`config.mk`:
```
export PLATFORM = sky130hd
export DESIGN_NAME = alu_cmd_issue
export DESIGN_NICKNAME = d
export VERILOG_FILES = /design/src/rtl/alu_cmd_issue.sv
export SDC_FILE = /design/constraint.sdc
export NUM_CORES = 1
export LEC_CHECK = 0
export BUFFER_PORTS_ARGS = -buffer_cell sky130_fd_sc_hd__buf_2
export CAP_MARGIN = 20
export CELL_PAD_IN_SITES_DETAIL_PLACEMENT = 0
export CELL_PAD_IN_SITES_GLOBAL_PLACEMENT = 1
export CORE_MARGIN = 2
export CORE_UTILIZATION = 30
export CTS_CLUSTER_DIAMETER = 40
export DETAILED_ROUTE_END_ITERATION = 16
export PLACE_DENSITY = 0.5
export SYNTH_ARGS = -nofsm -noshare
export SYNTH_HDL_FRONTEND = slang
export SYNTH_SLANG_ARGS = --single-unit
```
`constraint.sdc`:
```
create_clock -name clk_i -period 2.5 [get_ports clk_i]
set_clock_uncertainty 0.15 [all_clocks]
set_input_delay 0.375 -clock clk_i [delete_from_list [all_inputs] [get_ports clk_i]]
set_output_delay 0.375 -clock clk_i [all_outputs]
set_load 0.005 [all_outputs]
```
`src/rtl/alu_cmd_issue.sv`:
```
// Command-issue stage in front of a 4-bit combinational ALU: command FIFO, one-at-a-time issue,
// captured result on a valid/ready port. Define ALU_CMD_ISSUE_ACC_EN for the chaining accumulator.
module alu_cmd_issue #(
  parameter int unsigned DEPTH = 4
) (
  input  logic                     clk_i,
  input  logic                     rst_ni,
  input  logic                     cmd_valid_i,
  output logic                     cmd_ready_o,
  input  logic [2:0]               cmd_opcode_i,
  input  logic [3:0]               cmd_a_i,
  input  logic [3:0]               cmd_b_i,
  input  logic                     cmd_use_acc_i,
  output logic [3:0]               alu_a_o,
  output logic [3:0]               alu_b_o,
  output logic [2:0]               alu_opcode_o,
  input  logic [3:0]               alu_result_i,
  input  logic                     alu_carry_i,
  output logic                     res_valid_o,
  input  logic                     res_ready_i,
  output logic [3:0]               res_data_o,
  output logic                     res_carry_o,
  output logic                     res_zero_o,
  output logic [$clog2(DEPTH):0]   fifo_level_o
);

  localparam int unsigned PtrW = $clog2(DEPTH);
  localparam int unsigned LvlW = PtrW + 1;
`ifdef ALU_CMD_ISSUE_ACC_EN
  localparam int unsigned EntryW = 12;
`else
  localparam int unsigned EntryW = 11;
`endif

  typedef enum logic [1:0] {StIdle, StIssue, StHold} state_e;

  state_e            state_q, state_d;
  logic [EntryW-1:0] mem_q [DEPTH];
  logic [PtrW-1:0]   wr_ptr_q, wr_ptr_d;
  logic [PtrW-1:0]   rd_ptr_q, rd_ptr_d;
  logic [LvlW-1:0]   level_q, level_d;
  logic              ready_en_q;
  logic              push, pop, fifo_empty;
  logic [EntryW-1:0] wr_entry, head;
  logic [2:0]        head_op;
  logic [3:0]        head_a, head_b;
  logic [2:0]        op_q, op_d;
  logic [3:0]        a_q, a_d;
  logic [3:0]        b_q, b_d;
  logic              res_valid_q, res_valid_d;
  logic [3:0]        res_data_q, res_data_d;
  logic              res_carry_q, res_carry_d;
  logic              res_zero_q, res_zero_d;

  assign head = mem_q[rd_ptr_q];

`ifdef ALU_CMD_ISSUE_ACC_EN
  logic [3:0] acc_q, acc_d;

  assign wr_entry = {cmd_opcode_i, cmd_a_i, cmd_b_i, cmd_use_acc_i};
  assign head_op  = head[11:9];
  // Operand A is resolved at pop time; pops never coincide with ISSUE, so acc is already final.
  assign head_a   = head[0] ? acc_q : head[8:5];
  assign head_b   = head[4:1];
`else
  logic unused_use_acc;

  assign unused_use_acc = cmd_use_acc_i;
  assign wr_entry = {cmd_opcode_i, cmd_a_i, cmd_b_i};
  assign head_op  = head[10:8];
  assign head_a   = head[7:4];
  assign head_b   = head[3:0];
`endif

  // No push bypass: a full FIFO refuses even when a pop happens in the same cycle.
  assign cmd_ready_o = ready_en_q & (level_q != LvlW'(DEPTH));
  assign fifo_empty  = (level_q == '0);
  assign push        = cmd_valid_i & cmd_ready_o;

  always_comb begin
    state_d     = state_q;
    pop         = 1'b0;
    res_valid_d = res_valid_q;
    res_data_d  = res_data_q;
    res_carry_d = res_carry_q;
    res_zero_d  = res_zero_q;
`ifdef ALU_CMD_ISSUE_ACC_EN
    acc_d       = acc_q;
`endif
    unique case (state_q)
      StIdle: begin
        if (!fifo_empty) begin
          pop     = 1'b1;
          state_d = StIssue;
        end
      end
      StIssue: begin
        res_data_d  = alu_result_i;
        res_carry_d = alu_carry_i;
        res_zero_d  = (alu_result_i == 4'h0);
        res_valid_d = 1'b1;
`ifdef ALU_CMD_ISSUE_ACC_EN
        acc_d       = alu_result_i;
`endif
        state_d     = StHold;
      end
      StHold: begin
        if (res_ready_i) begin
          res_valid_d = 1'b0;
          if (!fifo_empty) begin
            pop     = 1'b1;
            state_d = StIssue;
          end else begin
            state_d = StIdle;
          end
        end
      end
      default: state_d = StIdle;
    endcase
  end

  always_comb begin
    op_d     = op_q;
    a_d      = a_q;
    b_d      = b_q;
    wr_ptr_d = wr_ptr_q;
    rd_ptr_d = rd_ptr_q;
    level_d  = level_q;
    if (pop) begin
      op_d     = head_op;
      a_d      = head_a;
      b_d      = head_b;
      rd_ptr_d = rd_ptr_q + PtrW'(1);
    end
    if (push) begin
      wr_ptr_d = wr_ptr_q + PtrW'(1);
    end
    case ({push, pop})
      2'b10:   level_d = level_q + LvlW'(1);
      2'b01:   level_d = level_q - LvlW'(1);
      default: level_d = level_q;
    endcase
  end

  always_ff @(posedge clk_i or negedge rst_ni) begin
    if (!rst_ni) begin
      state_q <= StIdle;
    end else begin
      state_q <= state_d;
    end
  end

  always_ff @(posedge clk_i or negedge rst_ni) begin
    if (!rst_ni) begin
      ready_en_q  <= 1'b0;
      wr_ptr_q    <= '0;
      rd_ptr_q    <= '0;
      level_q     <= '0;
      op_q        <= '0;
      a_q         <= '0;
      b_q         <= '0;
      res_valid_q <= 1'b0;
      res_data_q  <= '0;
      res_carry_q <= 1'b0;
      res_zero_q  <= 1'b0;
    end else begin
      ready_en_q  <= 1'b1;
      wr_ptr_q    <= wr_ptr_d;
      rd_ptr_q    <= rd_ptr_d;
      level_q     <= level_d;
      op_q        <= op_d;
      a_q         <= a_d;
      b_q         <= b_d;
      res_valid_q <= res_valid_d;
      res_data_q  <= res_data_d;
      res_carry_q <= res_carry_d;
      res_zero_q  <= res_zero_d;
    end
  end

`ifdef ALU_CMD_ISSUE_ACC_EN
  always_ff @(posedge clk_i or negedge rst_ni) begin
    if (!rst_ni) begin
      acc_q <= '0;
    end else begin
      acc_q <= acc_d;
    end
  end
`endif

  always_ff @(posedge clk_i) begin
    if (push) begin
      mem_q[wr_ptr_q] <= wr_entry;
    end
  end

  assign alu_opcode_o = op_q;
  assign alu_a_o      = a_q;
  assign alu_b_o      = b_q;
  assign res_valid_o  = res_valid_q;
  assign res_data_o   = res_data_q;
  assign res_carry_o  = res_carry_q;
  assign res_zero_o   = res_zero_q;
  assign fifo_level_o = level_q;

endmodule

```
==> parameters.txt, run 1 <==
Parameter                              Value

Run status
  Status ... finished clean

Worst setup path
  Arrival time of the worst setup path ... 2.23 ns
  Worst setup path class ... reg -> reg
  Register-to-register setup slack ... 0.35 ns
  Setup crit start kind ... flop
  Category of the worst setup path capture point ... flop
  Crit-path max FO ... 7
  Worst path required time ... 2.58 ns

Detailed routing
  Final routed wirelength across all metal layers ... 5.09 mm
  Remaining antenna violation count ... 0
  Number of design-rule violations left by the first detailed-router iteration ... 79
  Avg Vias per Cell ... 4.57
  Drt wl/cell ... 16.4 um
  Vias after detailed routing ... 1421
  First-pass DRT Iterations ... 3
  DRC viols ... 0

Clock tree
  Total clock buffers created by CTS ... 9
  Deepest level of the CTS H-tree ... 3
  Clock Latency Late Sink ... 0.33 ns
  Clock-pin slew on the worst setup and hold paths ... 0.08 ns
  Number of resized instances in the post-cts repair step ... 0
  Buffer count from post-CTS setup fixing ... 0
  Clock tree from TritonCTS ... yes
  Root buffer selected by CTS ... sky130_fd_sc_hd__clkbuf_8
  Clock tree sinks ... 72
  Max Buffers Root-to-Sink ... 2

Timing
  Final Cycle Share ... 86.1%
  Final-layout setup total negative slack ... 0 ns
  Time the worst path needs with I/O delays and setup ... 2.15 ns
  Worst Setup Slack, final ... 0.346 ns
  Unrepaired setup endpoints after global routing ... false
  Achievable clock frequency ... 464 MHz
  Number of failing setup endpoints in the final timing report ... 0
  Final hold violation count ... 0
  Worst rel slew slack ... 55.4%
  Max-slew violation count ... 0
  Transition at the pin with the smallest max-transition slack ... 0.669 ns

Power and ir drop
  Total power consumption of the routed design ... 0.00401 W
  Internal power ... 0.00282 W
  Sw Pwr ... 0.00118 W
  Sequential Power Share ... 46.1%
  VDD IR-drop max ... 0.352 mV
  Portion of total power attributed to combinational logic ... 31.5%
  Total power divided by cell area ... 1190 mW/mm^2
  Clock network power share ... 22.4%
  Net switching fraction of the power ... 29.6%
  P_leak ... 1.32 nW

Die
  Boundary Pins ... 43
  Core Area ... 0.00920 mm^2
  Starting utilization of the core area ... 30.9%
  Overall die area ... 0.0103 mm^2
  Die Y ... 101 um
  Die width ... 101 um
  Site Rows ... 35

Synth
  Syn nets ... 171
  Sequential cell area fraction in the yosys report ... 71.2%
  Post-synthesis cell count ... 144
  Yosys Warn Count ... 0
  Asr flop ratio synth ... 38.9%
  Prevailing post-synth register cell ... sky130_fd_sc_hd__edfxtp_1
  Post-synth EDFFs ... 44
  Average size of a mapped cell ... 19.7 um^2
  Count of distinct cell types in the synthesized netlist ... 30
  Number of synthesized register bits ... 72
  Post-Syn Area ... 0.00284 mm^2

Layout
  Number of nets in the layout ... 222
  Area growth from synthesis to layout ... 18.9%
  Final design area excluding fillers ... 0.00338 mm^2
  Share of the core filled with cells in the final layout ... 36.7%
  Multi-input gate area ... 772 um^2
  Layout cells sized above 1 ... 43.0%
  Total of fill cells in the finished design ... 872
  Final antenna diode count ... 0
  Most frequent standard cell in the layout excluding fill and tap cells ... sky130_fd_sc_hd__edfxtp_1
  Commonest non-fill, non-tap cells in the layout ... 44 x sky130_fd_sc_hd__edfxtp_1, 41 x sky130_fd_sc_hd__buf_2, 28 x sky130_fd_sc_hd__dfrtp_1
  Seq. cell area ... 0.00202 mm^2

Global route
  Total global routing overflow ... 0
  Vias in the first global route ... 1465
  Number of antenna violations at the first check in global routing ... 0
  Largest net degree at the start of global routing ... 29
  GR Util All Layers ... 10.8%
  First-pass GRT wire length ... 7.99 mm

Placement
  RD Place Congestion ... 0.743
  Cell area after placement ... 0.00317 mm^2
  Post-place setup slack ... 0.335 ns
  Number of port buffers ... 41
  Sum of net half-perimeters after detailed placement ... 3.36 mm

Flow run
  Max-cap check violation count ... 0

Min path
  Classification of the worst-slack hold path ... in -> reg
==> worst max-delay path, cell delays in order (launching register included) <==
cell and delay [ns]:
sky130_fd_sc_hd__dfrtp_1 0.47, sky130_fd_sc_hd__o311a_1 0.47, sky130_fd_sc_hd__inv_1 0.09, sky130_fd_sc_hd__ha_1 0.19, sky130_fd_sc_hd__fa_1 0.41, sky130_fd_sc_hd__mux2_2 0.26
==> routing by layer <==
metal	global-route usage, %	vias to the layer above	share of wire, %
met5	0	-	0
met3	3.73	7	5.5
met2	16.4	37	47
met4	4.37	0	1.7
met1	14.2	726	45
li1	-	651	-
==> through the flow <==
step                hold WS (ns)  instances
floorplan                -0.0706        144
global placement           0.296        294
detailed placement         0.300        294
CTS                       0.0902        311
global route              0.0866        311
finish                     0.100        311
==> power by group through the flow <==
stage / clock network (W) / registers [W] / logic, W
after global placement: 0 / 0.00185 / 0.00127
after detailed placement: 0 / 0.00188 / 0.00130
final: 0.000899 / 0.00185 / 0.00126
after global routing: 0.000985 / 0.00190 / 0.00140
after floorplan: 0 / 0.00179 / 0.000958
after CTS: 0.000931 / 0.00185 / 0.00130
==> sequential cells by signal, indices dropped and copies added, names as in the netlist <==
signal        cells
mem_q            44
alu_a_o           4
alu_b_o           4
res_data_o        4
alu_opcode_o      3
fifo_level_o      3
rd_ptr_q          2
state_q           2
wr_ptr_q          2
ready_en_q        1
res_carry_o       1
res_valid_o       1
res_zero_o        1
==> synth_stat cells (2+ instances only) <==
| master | count | area, um^2 |
|---|---|---|
| sky130_fd_sc_hd__edfxtp_1 | 44 | 1320 |
| sky130_fd_sc_hd__dfrtp_1 | 28 | 701 |
| sky130_fd_sc_hd__mux2_2 | 10 | 113 |
| sky130_fd_sc_hd__mux2_4 | 8 | 120 |
| sky130_fd_sc_hd__mux4_2 | 8 | 180 |
| sky130_fd_sc_hd__ha_1 | 5 | 62.6 |
| sky130_fd_sc_hd__inv_1 | 5 | 18.8 |
| sky130_fd_sc_hd__and2_1 | 4 | 25.0 |
| sky130_fd_sc_hd__xnor2_1 | 4 | 35.0 |
| sky130_fd_sc_hd__mux4_1 | 3 | 78.8 |
| sky130_fd_sc_hd__a21oi_1 | 2 | 10.0 |
| sky130_fd_sc_hd__nand2_1 | 2 | 7.51 |
| sky130_fd_sc_hd__nand2b_1 | 2 | 12.5 |
| sky130_fd_sc_hd__o21ai_0 | 2 | 10.0 |
| sky130_fd_sc_hd__xor2_1 | 2 | 17.5 |
==> final cells by class <==
class	instances	area share, %
multi-input combinational	63	22.9
clock inverter	6	1.74
clock buffer	10	4.07
sequential	72	59.9
tap	111	4.11
timing repair buffer	44	6.81
inverter	5	0.556
==> cells by family after synthesis <==
logic type	synth area share (%)
DFF	71.2
muxes	17.3
and+or+nand+nor	3.61
buffers and inverters	1.63
adders and majority gates	2.91
AOI/OAI and AO/OA	1.37
xor gates and xnor gates	1.85
other	0.132
==> final timing paths <==
check / startpoint / end / cells past startpoint
setup / recovery: fifo_level_o[0] / fifo_level_o[1] / 5
hold / removal: cmd_b_i[0] / mem_q[2][0] / 1
setup reg to reg: fifo_level_o[0] / fifo_level_o[1] / 5
hold reg to reg: alu_a_o[1] / alu_a_o[1] / 1
max in group asynchronous: rst_ni / alu_b_o[1] / 2
min in group asynchronous: rst_ni / alu_a_o[2] / 2
==> what timing repair did <==
item                                    CTS  global route
endpoints found under the setup margin    0             0
hold buffers                              1             0
endpoints found under the hold margin    28             0
No activity file was read; power rests on OpenSTA's default activity.
==> inputs of run 2 (changes only) <==
CELL_PAD_IN_SITES_DETAIL_PLACEMENT = 1   (was 0)
CELL_PAD_IN_SITES_GLOBAL_PLACEMENT = 2   (was 1)
PLACE_DENSITY = 0.56   (was 0.5)
==> run 2 against run 1 <==
Compared with the run above: via count grew 2.3%; critical path depth unchanged; clock-buffer cell count stayed put; cell count is 0.64% higher; setup slack got worse by 0.022 ns; sequential share of layout area fell by 0.11 points; final area is 0.19% higher; sequential power about the same; critical endpoint unchanged.
==> parameters.txt, run 2 (synthesis gave the netlist of run 1 again) <==
Parameter                              Value

Worst setup path
  Critical path's top delay family ... adder cells
  Crit-path max FO ... 7 (unchanged)
  Maximum single-stage delay on the critical path ... 0.48 ns (about the same)
  Worst-path cell chain ... o311a_1 -> inv_1 -> ha_1 -> fa_1 -> mux2_2
  Worst setup path class ... reg -> reg
  Category of the worst setup path capture point ... flop
  Arrival time of the worst setup path ... 2.26 ns (+0.03 ns)
  Number of buffers and inverters on the critical path ... 1 (unchanged)
  Worst path required time ... 2.58 ns (about the same)
  Setup crit start kind ... flop
  Slowest cell on the critical path ... sky130_fd_sc_hd__dfrtp_1

Layout
  Layout cells sized above 1 ... 43.1% (+0.069 points)
  Most frequent standard cell in the layout excluding fill and tap cells ... sky130_fd_sc_hd__edfxtp_1
  Register containing the most flip-flops in the final layout ... mem_q
  Seq. cell area ... 0.00202 mm^2 (unchanged)
  Total of fill cells in the finished design ... 927 (+6.3%)
  Final cell count without fillers ... 313 (+0.64%)
  Number of flip-flops under the largest register name ... 44 (unchanged)
  Commonest non-fill, non-tap cells in the layout ... 44 x sky130_fd_sc_hd__edfxtp_1, 41 x sky130_fd_sc_hd__buf_2, 28 x sky130_fd_sc_hd__dfrtp_1
  Multi-input gate area ... 772 um^2 (unchanged)
  Final antenna diode count ... 0 (unchanged)
  Number of nets in the layout ... 224 (+0.90%)
  Area growth from synthesis to layout ... 19.2%

Timing
  Unrepaired setup endpoints after global routing ... false
  Final hold violation count ... 0 (unchanged)
  Worst Setup Slack, final ... 0.324 ns (-0.0222 ns)
  Final-layout setup total negative slack ... 0 ns (unchanged)
  Achievable clock frequency ... 460 MHz (-1.0%)
  Max-slew violation count ... 0 (unchanged)
  Number of failing setup endpoints in the final timing report ... 0 (unchanged)
  Final Cycle Share ... 87.0% (+0.89 points)
  Hold Slack ... 0.0930 ns (-0.00704 ns)
  Time the worst path needs with I/O delays and setup ... 2.18 ns (+0.0222 ns)
  Worst rel slew slack ... 54.9% (-0.56 points)
  Transition at the pin with the smallest max-transition slack ... 0.677 ns (+0.00837 ns)

Die
  Boundary Pins ... 43 (unchanged)
  Core Area ... 0.00920 mm^2 (unchanged)
  Overall die area ... 0.0103 mm^2 (unchanged)
  Die width ... 101 um (unchanged)
  Die Y ... 101 um (unchanged)
  Starting utilization of the core area ... 30.9% (unchanged)
  Site Rows ... 35 (unchanged)

Global route
  Total global routing overflow ... 0 (unchanged)
  Largest net degree at the start of global routing ... 29 (unchanged)
  Number of antenna violations at the first check in global routing ... 0 (unchanged)
  GR Util All Layers ... 11.7% (+0.94 points)
  First-pass GRT wire length ... 8.68 mm (+8.6%)
  Vias in the first global route ... 1640 (+12%)

Power and ir drop
  VDD IR-drop max ... 0.361 mV (+2.6%)
  Total power divided by cell area ... 1190 mW/mm^2 (+0.25%)
  Total power consumption of the routed design ... 0.00402 W (+0.44%)
  P_leak ... 1.33 nW (+0.66%)

Clock tree
  Clock tree from TritonCTS ... yes
  Clock tree sinks ... 72 (unchanged)
  Clock-pin slew on the worst setup and hold paths ... 0.08 ns (about the same)
  Total clock buffers created by CTS ... 9 (unchanged)
  Clock Latency Late Sink ... 0.34 ns (about the same)
  Root buffer selected by CTS ... sky130_fd_sc_hd__clkbuf_8
  Deepest level of the CTS H-tree ... 3 (unchanged)
  Max Buffers Root-to-Sink ... 2 (unchanged)
  Number of resized instances in the post-cts repair step ... 0 (unchanged)

Detailed routing
  Drt wl/cell ... 17.2 um (+5.4%)
  Remaining antenna violation count ... 0 (unchanged)
  Number of design-rule violations left by the first detailed-router iteration ... 65 (-18%)
  Avg Vias per Cell ... 4.64 (+1.6%)
  Vias after detailed routing ... 1453 (+2.3%)
  First-pass DRT Iterations ... 4 (+1)
  DRC viols ... 0 (unchanged)
  Final routed wirelength across all metal layers ... 5.39 mm (+6.1%)

Min path
  Classification of the worst-slack hold path ... in -> reg

Placement
  Number of placed instances with taps included ... 296 (+0.68%)
  Post-place setup slack ... 0.308 ns (-0.0271 ns)
  Number of port buffers ... 41 (unchanged)
  RD Place Congestion ... 0.759 (+2.2%)

Run status
  Status ... finished clean

Flow run
  Max-cap check violation count ... 0 (unchanged)
[run 2: changes by cell type in the layout (fill, tap and decap cells not counted), sizes merged]
cell,delta
clkinvlp,-1
buf,+2
clkinv,+1
[run 2: layout make-up]
| type | instances | share of cell area (%) |
|---|---|---|
| flip-flops and latches | 72 | 59.7 |
| multi-input cells | 63 | 22.8 |
| repair buffers | 46 | 7.25 |
| well taps | 111 | 4.10 |
| clock buffers | 10 | 3.77 |
| clock inverters | 6 | 1.77 |
| inverters | 5 | 0.555 |
[run 2: timing repair]
item                                   4_1_cts  5_1_grt
endpoints found under the hold margin       28        0
buffers inserted                             0        0
hold buffers                                 1        0
[run 2: layer usage]
metal	GRT usage, %	vias to the layer above	wire length [um]
li1	-	650	-
met1	13.8	753	2220
met2	19.5	37	2840
met3	2.76	13	221
met4	6.86	0	121
met5	0	-	0
[run 2: path summary, 6_finish.rpt]
check                                start              end  slack, ns  depth (start not counted)
min                             cmd_b_i[3]      mem_q[2][3]       0.09                          1
max                        fifo_level_o[0]  fifo_level_o[1]       0.32                          5
min in group asynchronous           rst_ni       state_q[1]       0.47                          2
min reg2reg                     res_zero_o       res_zero_o       0.35                          2
max in group asynchronous           rst_ni    res_data_o[3]       1.30                          2
max reg2reg                fifo_level_o[0]  fifo_level_o[1]       0.32                          5
[run 2: power by group]
| part | switching [W] | total, W | internal [W] |
|---|---|---|---|
| registers | 0.000259 | 0.00184 | 0.00158 |
| logic | 0.000524 | 0.00129 | 0.000768 |
| clock network | 0.000435 | 0.000891 | 0.000456 |
[run 2: through the flow]
stage          area, um^2  util [%]
6_report             3380      36.8
5_1_grt              3380      36.8
2_1_floorplan        2840         -
3_3_place_gp         3190      34.7
4_1_cts              3380      36.8
3_5_place_dp         3190      34.7
==> inputs of run 3 (changes only) <==
CELL_PAD_IN_SITES_DETAIL_PLACEMENT = 0   (was 1)
CELL_PAD_IN_SITES_GLOBAL_PLACEMENT = 1   (was 2)
PLACE_DENSITY = 0.5   (was 0.56)
RECOVER_POWER = 25   (was unset)
==> run 3 against run 2 <==
Compared with the run above: final area decreased by 0.59%; sequential power about the same; non-clock buffer count decreased by 2; combinational power about the same; cell count decreased by 0.64%; critical path depth unchanged; clock power increased by 0.9%; via count decreased by 2.4%; critical endpoint unchanged; highest routed layer unchanged.
==> parameters.txt, run 3 (synthesis gave the netlist of run 1 again) <==
Parameter                              Value

Run status
  Status ... finished clean

Timing
  Transition at the pin with the smallest max-transition slack ... 0.668 ns (-0.00942 ns)
  Number of failing setup endpoints in the final timing report ... 0 (unchanged)
  Unrepaired setup endpoints after global routing ... false
  Final hold violation count ... 0 (unchanged)
  Time the worst path needs with I/O delays and setup ... 2.15 ns (-0.0222 ns)
  Final Cycle Share ... 86.1% (-0.89 points)
  Final-layout setup total negative slack ... 0 ns (unchanged)
  Achievable clock frequency ... 464 MHz (+1.0%)
  Worst rel slew slack ... 55.5% (+0.63 points)
  Max-slew violation count ... 0 (unchanged)

Clock tree
  Root buffer selected by CTS ... sky130_fd_sc_hd__clkbuf_8
  Clock-pin slew on the worst setup and hold paths ... 0.07 ns (about the same)
  Max Buffers Root-to-Sink ... 2 (unchanged)
  Deepest level of the CTS H-tree ... 3 (unchanged)
  Total clock buffers created by CTS ... 9 (unchanged)
  Clock tree sinks ... 72 (unchanged)
  Clock Latency Late Sink ... 0.33 ns (about the same)
  Clock tree from TritonCTS ... yes

Power and ir drop
  P_leak ... 1.29 nW (-2.9%)
  Total power divided by cell area ... 1190 mW/mm^2 (+0.12%)
  VDD IR-drop max ... 0.353 mV (-2.4%)

Layout
  Area growth from synthesis to layout ... 18.5%
  Number of nets in the layout ... 222 (-0.89%)
  Layout cells sized above 1 ... 37.5% (-5.6 points)
  Most frequent standard cell in the layout excluding fill and tap cells ... sky130_fd_sc_hd__edfxtp_1
  Final design area excluding fillers ... 0.00336 mm^2 (-0.59%)
  Number of flip-flops under the largest register name ... 44 (unchanged)
  Commonest non-fill, non-tap cells in the layout ... 44 x sky130_fd_sc_hd__edfxtp_1, 30 x sky130_fd_sc_hd__buf_2, 28 x sky130_fd_sc_hd__dfrtp_1
  Register containing the most flip-flops in the final layout ... mem_q
  Final antenna diode count ... 0 (unchanged)

Placement
  RD Place Congestion ... 0.743 (-2.1%)
  Sum of net half-perimeters after detailed placement ... 3.36 mm
  Cell area after placement ... 0.00317 mm^2 (-0.47%)
  Number of port buffers ... 41 (unchanged)

Worst setup path
  Setup crit start kind ... flop
  Crit Reg-Reg Endpoint ... fifo_level_o[1]
  Category of the worst setup path capture point ... flop
  Worst path required time ... 2.57 ns (about the same)
  Critical register-to-register path startpoint ... fifo_level_o[0]
  Worst setup path class ... reg -> reg
  Arrival time of the worst setup path ... 2.23 ns (-0.03 ns)
  Register-to-register setup slack ... 0.35 ns (+0.02 ns)
  Crit-path max FO ... 7 (unchanged)
  Depth of the most critical reg-to-reg path ... 5 (unchanged)

Detailed routing
  Drt wl/cell ... 16.4 um (-4.7%)
  Remaining antenna violation count ... 0 (unchanged)
  Number of design-rule violations left by the first detailed-router iteration ... 92 (+42%)
  DRC viols ... 0 (unchanged)
  Final routed wirelength across all metal layers ... 5.11 mm (-5.3%)
  Vias after detailed routing ... 1418 (-2.4%)
  Avg Vias per Cell ... 4.56 (-1.8%)
  First-pass DRT Iterations ... 3 (-1)

Die
  Site Rows ... 35 (unchanged)
  Starting utilization of the core area ... 30.9% (unchanged)
  Core Area ... 0.00920 mm^2 (unchanged)
  Overall die area ... 0.0103 mm^2 (unchanged)
  Die Y ... 101 um (unchanged)
  Die width ... 101 um (unchanged)
  Boundary Pins ... 43 (unchanged)

Global route
  Number of antenna violations at the first check in global routing ... 0 (unchanged)
  First-pass GRT wire length ... 7.99 mm (-7.9%)
  GR Util All Layers ... 10.8% (-0.94 points)
  Vias in the first global route ... 1465 (-11%)
  Total global routing overflow ... 0 (unchanged)
  Largest net degree at the start of global routing ... 29 (unchanged)

Min path
  Worst hold endpoint ... res_carry_o
  Classification of the worst-slack hold path ... in -> reg
  Hold path startpoint ... alu_carry_i
  Worst hold path stage count ... 2 (+1)

Flow run
  Max-cap check violation count ... 0 (unchanged)
## run 3: cell types whose count changed in the layout (fill, tap and decap cells not counted), sizes merged
| cell | delta |
|---|---|
| clkbuf | +11 |
| clkinvlp | +1 |
| buf | -13 |
| clkinv | -1 |
## run 3: worst max-delay path by stage
| stage | slack (ns) | depth (start not counted) | end | startpoint |
|---|---|---|---|---|
| final | 0.35 | 5 | fifo_level_o[1] | fifo_level_o[0] |
| after CTS | 0.32 | 7 | fifo_level_o[2] | fifo_level_o[0] |
| after global placement | 0.36 | 7 | fifo_level_o[2] | fifo_level_o[0] |
| after floorplan | 0.29 | 8 | fifo_level_o[2] | fifo_level_o[1] |
| after global routing | 0.21 | 7 | fifo_level_o[2] | fifo_level_o[0] |
| after detailed placement | 0.34 | 7 | fifo_level_o[2] | fifo_level_o[0] |
## run 3: metal layers
| metal | share of wire [%] | vias up | track usage [%] | wire length (um) |
|---|---|---|---|---|
| li1 | - | 650 | - | - |
| met1 | 46 | 724 | 14.2 | 2330 |
| met2 | 47 | 37 | 16.4 | 2410 |
| met3 | 5.6 | 7 | 3.73 | 284 |
| met4 | 1.7 | 0 | 4.37 | 85 |
| met5 | 0 | - | 0 | 0 |
## run 3: repair_timing
action	in CTS	in global routing
hold endpoints to repair	28	0
setup buffers	0	0
gates resized for setup	0	0
hold buffers	1	0
## run 3: through the flow
step / cells / power, W / hold WS, ns / util [%] / worst slack, ns
2_1_floorplan: 144 / 0.00275 / -0.0706 / - / 0.287
3_3_place_gp: 294 / 0.00312 / 0.296 / 34.5 / 0.361
3_5_place_dp: 294 / 0.00317 / 0.300 / 34.5 / 0.335
4_1_cts: 311 / 0.00408 / 0.0902 / 36.7 / 0.324
5_1_grt: 311 / 0.00428 / 0.117 / 36.6 / 0.207
6_report: 311 / 0.00400 / 0.124 / 36.6 / 0.346
## run 3: area by class of cell
cell class | instances | area (um^2)
Clock buffer | 10 | 138
Clock inverter | 6 | 58.8
Fill cell | 880 | 5830
Inverter | 5 | 18.8
Multi-Input combinational cell | 63 | 772
Sequential cell | 72 | 2020
Tap cell | 111 | 139
Timing Repair Buffer | 44 | 216
## run 3: report_power, final
part           total, W  switching, W  leakage, nW  internal, W
clock network  0.000899      0.000418       0.0957     0.000481
registers       0.00185      0.000263        0.728      0.00158
logic           0.00126      0.000504        0.467     0.000756
total           0.00400       0.00119         1.29      0.00282
## run 3: worst max-delay path, cell delays in order (launching register included)
cell and delay (ns):
sky130_fd_sc_hd__dfrtp_1 0.47, sky130_fd_sc_hd__o311a_1 0.47, sky130_fd_sc_hd__inv_1 0.09, sky130_fd_sc_hd__ha_1 0.19
sky130_fd_sc_hd__fa_1 0.41, sky130_fd_sc_hd__mux2_2 0.26
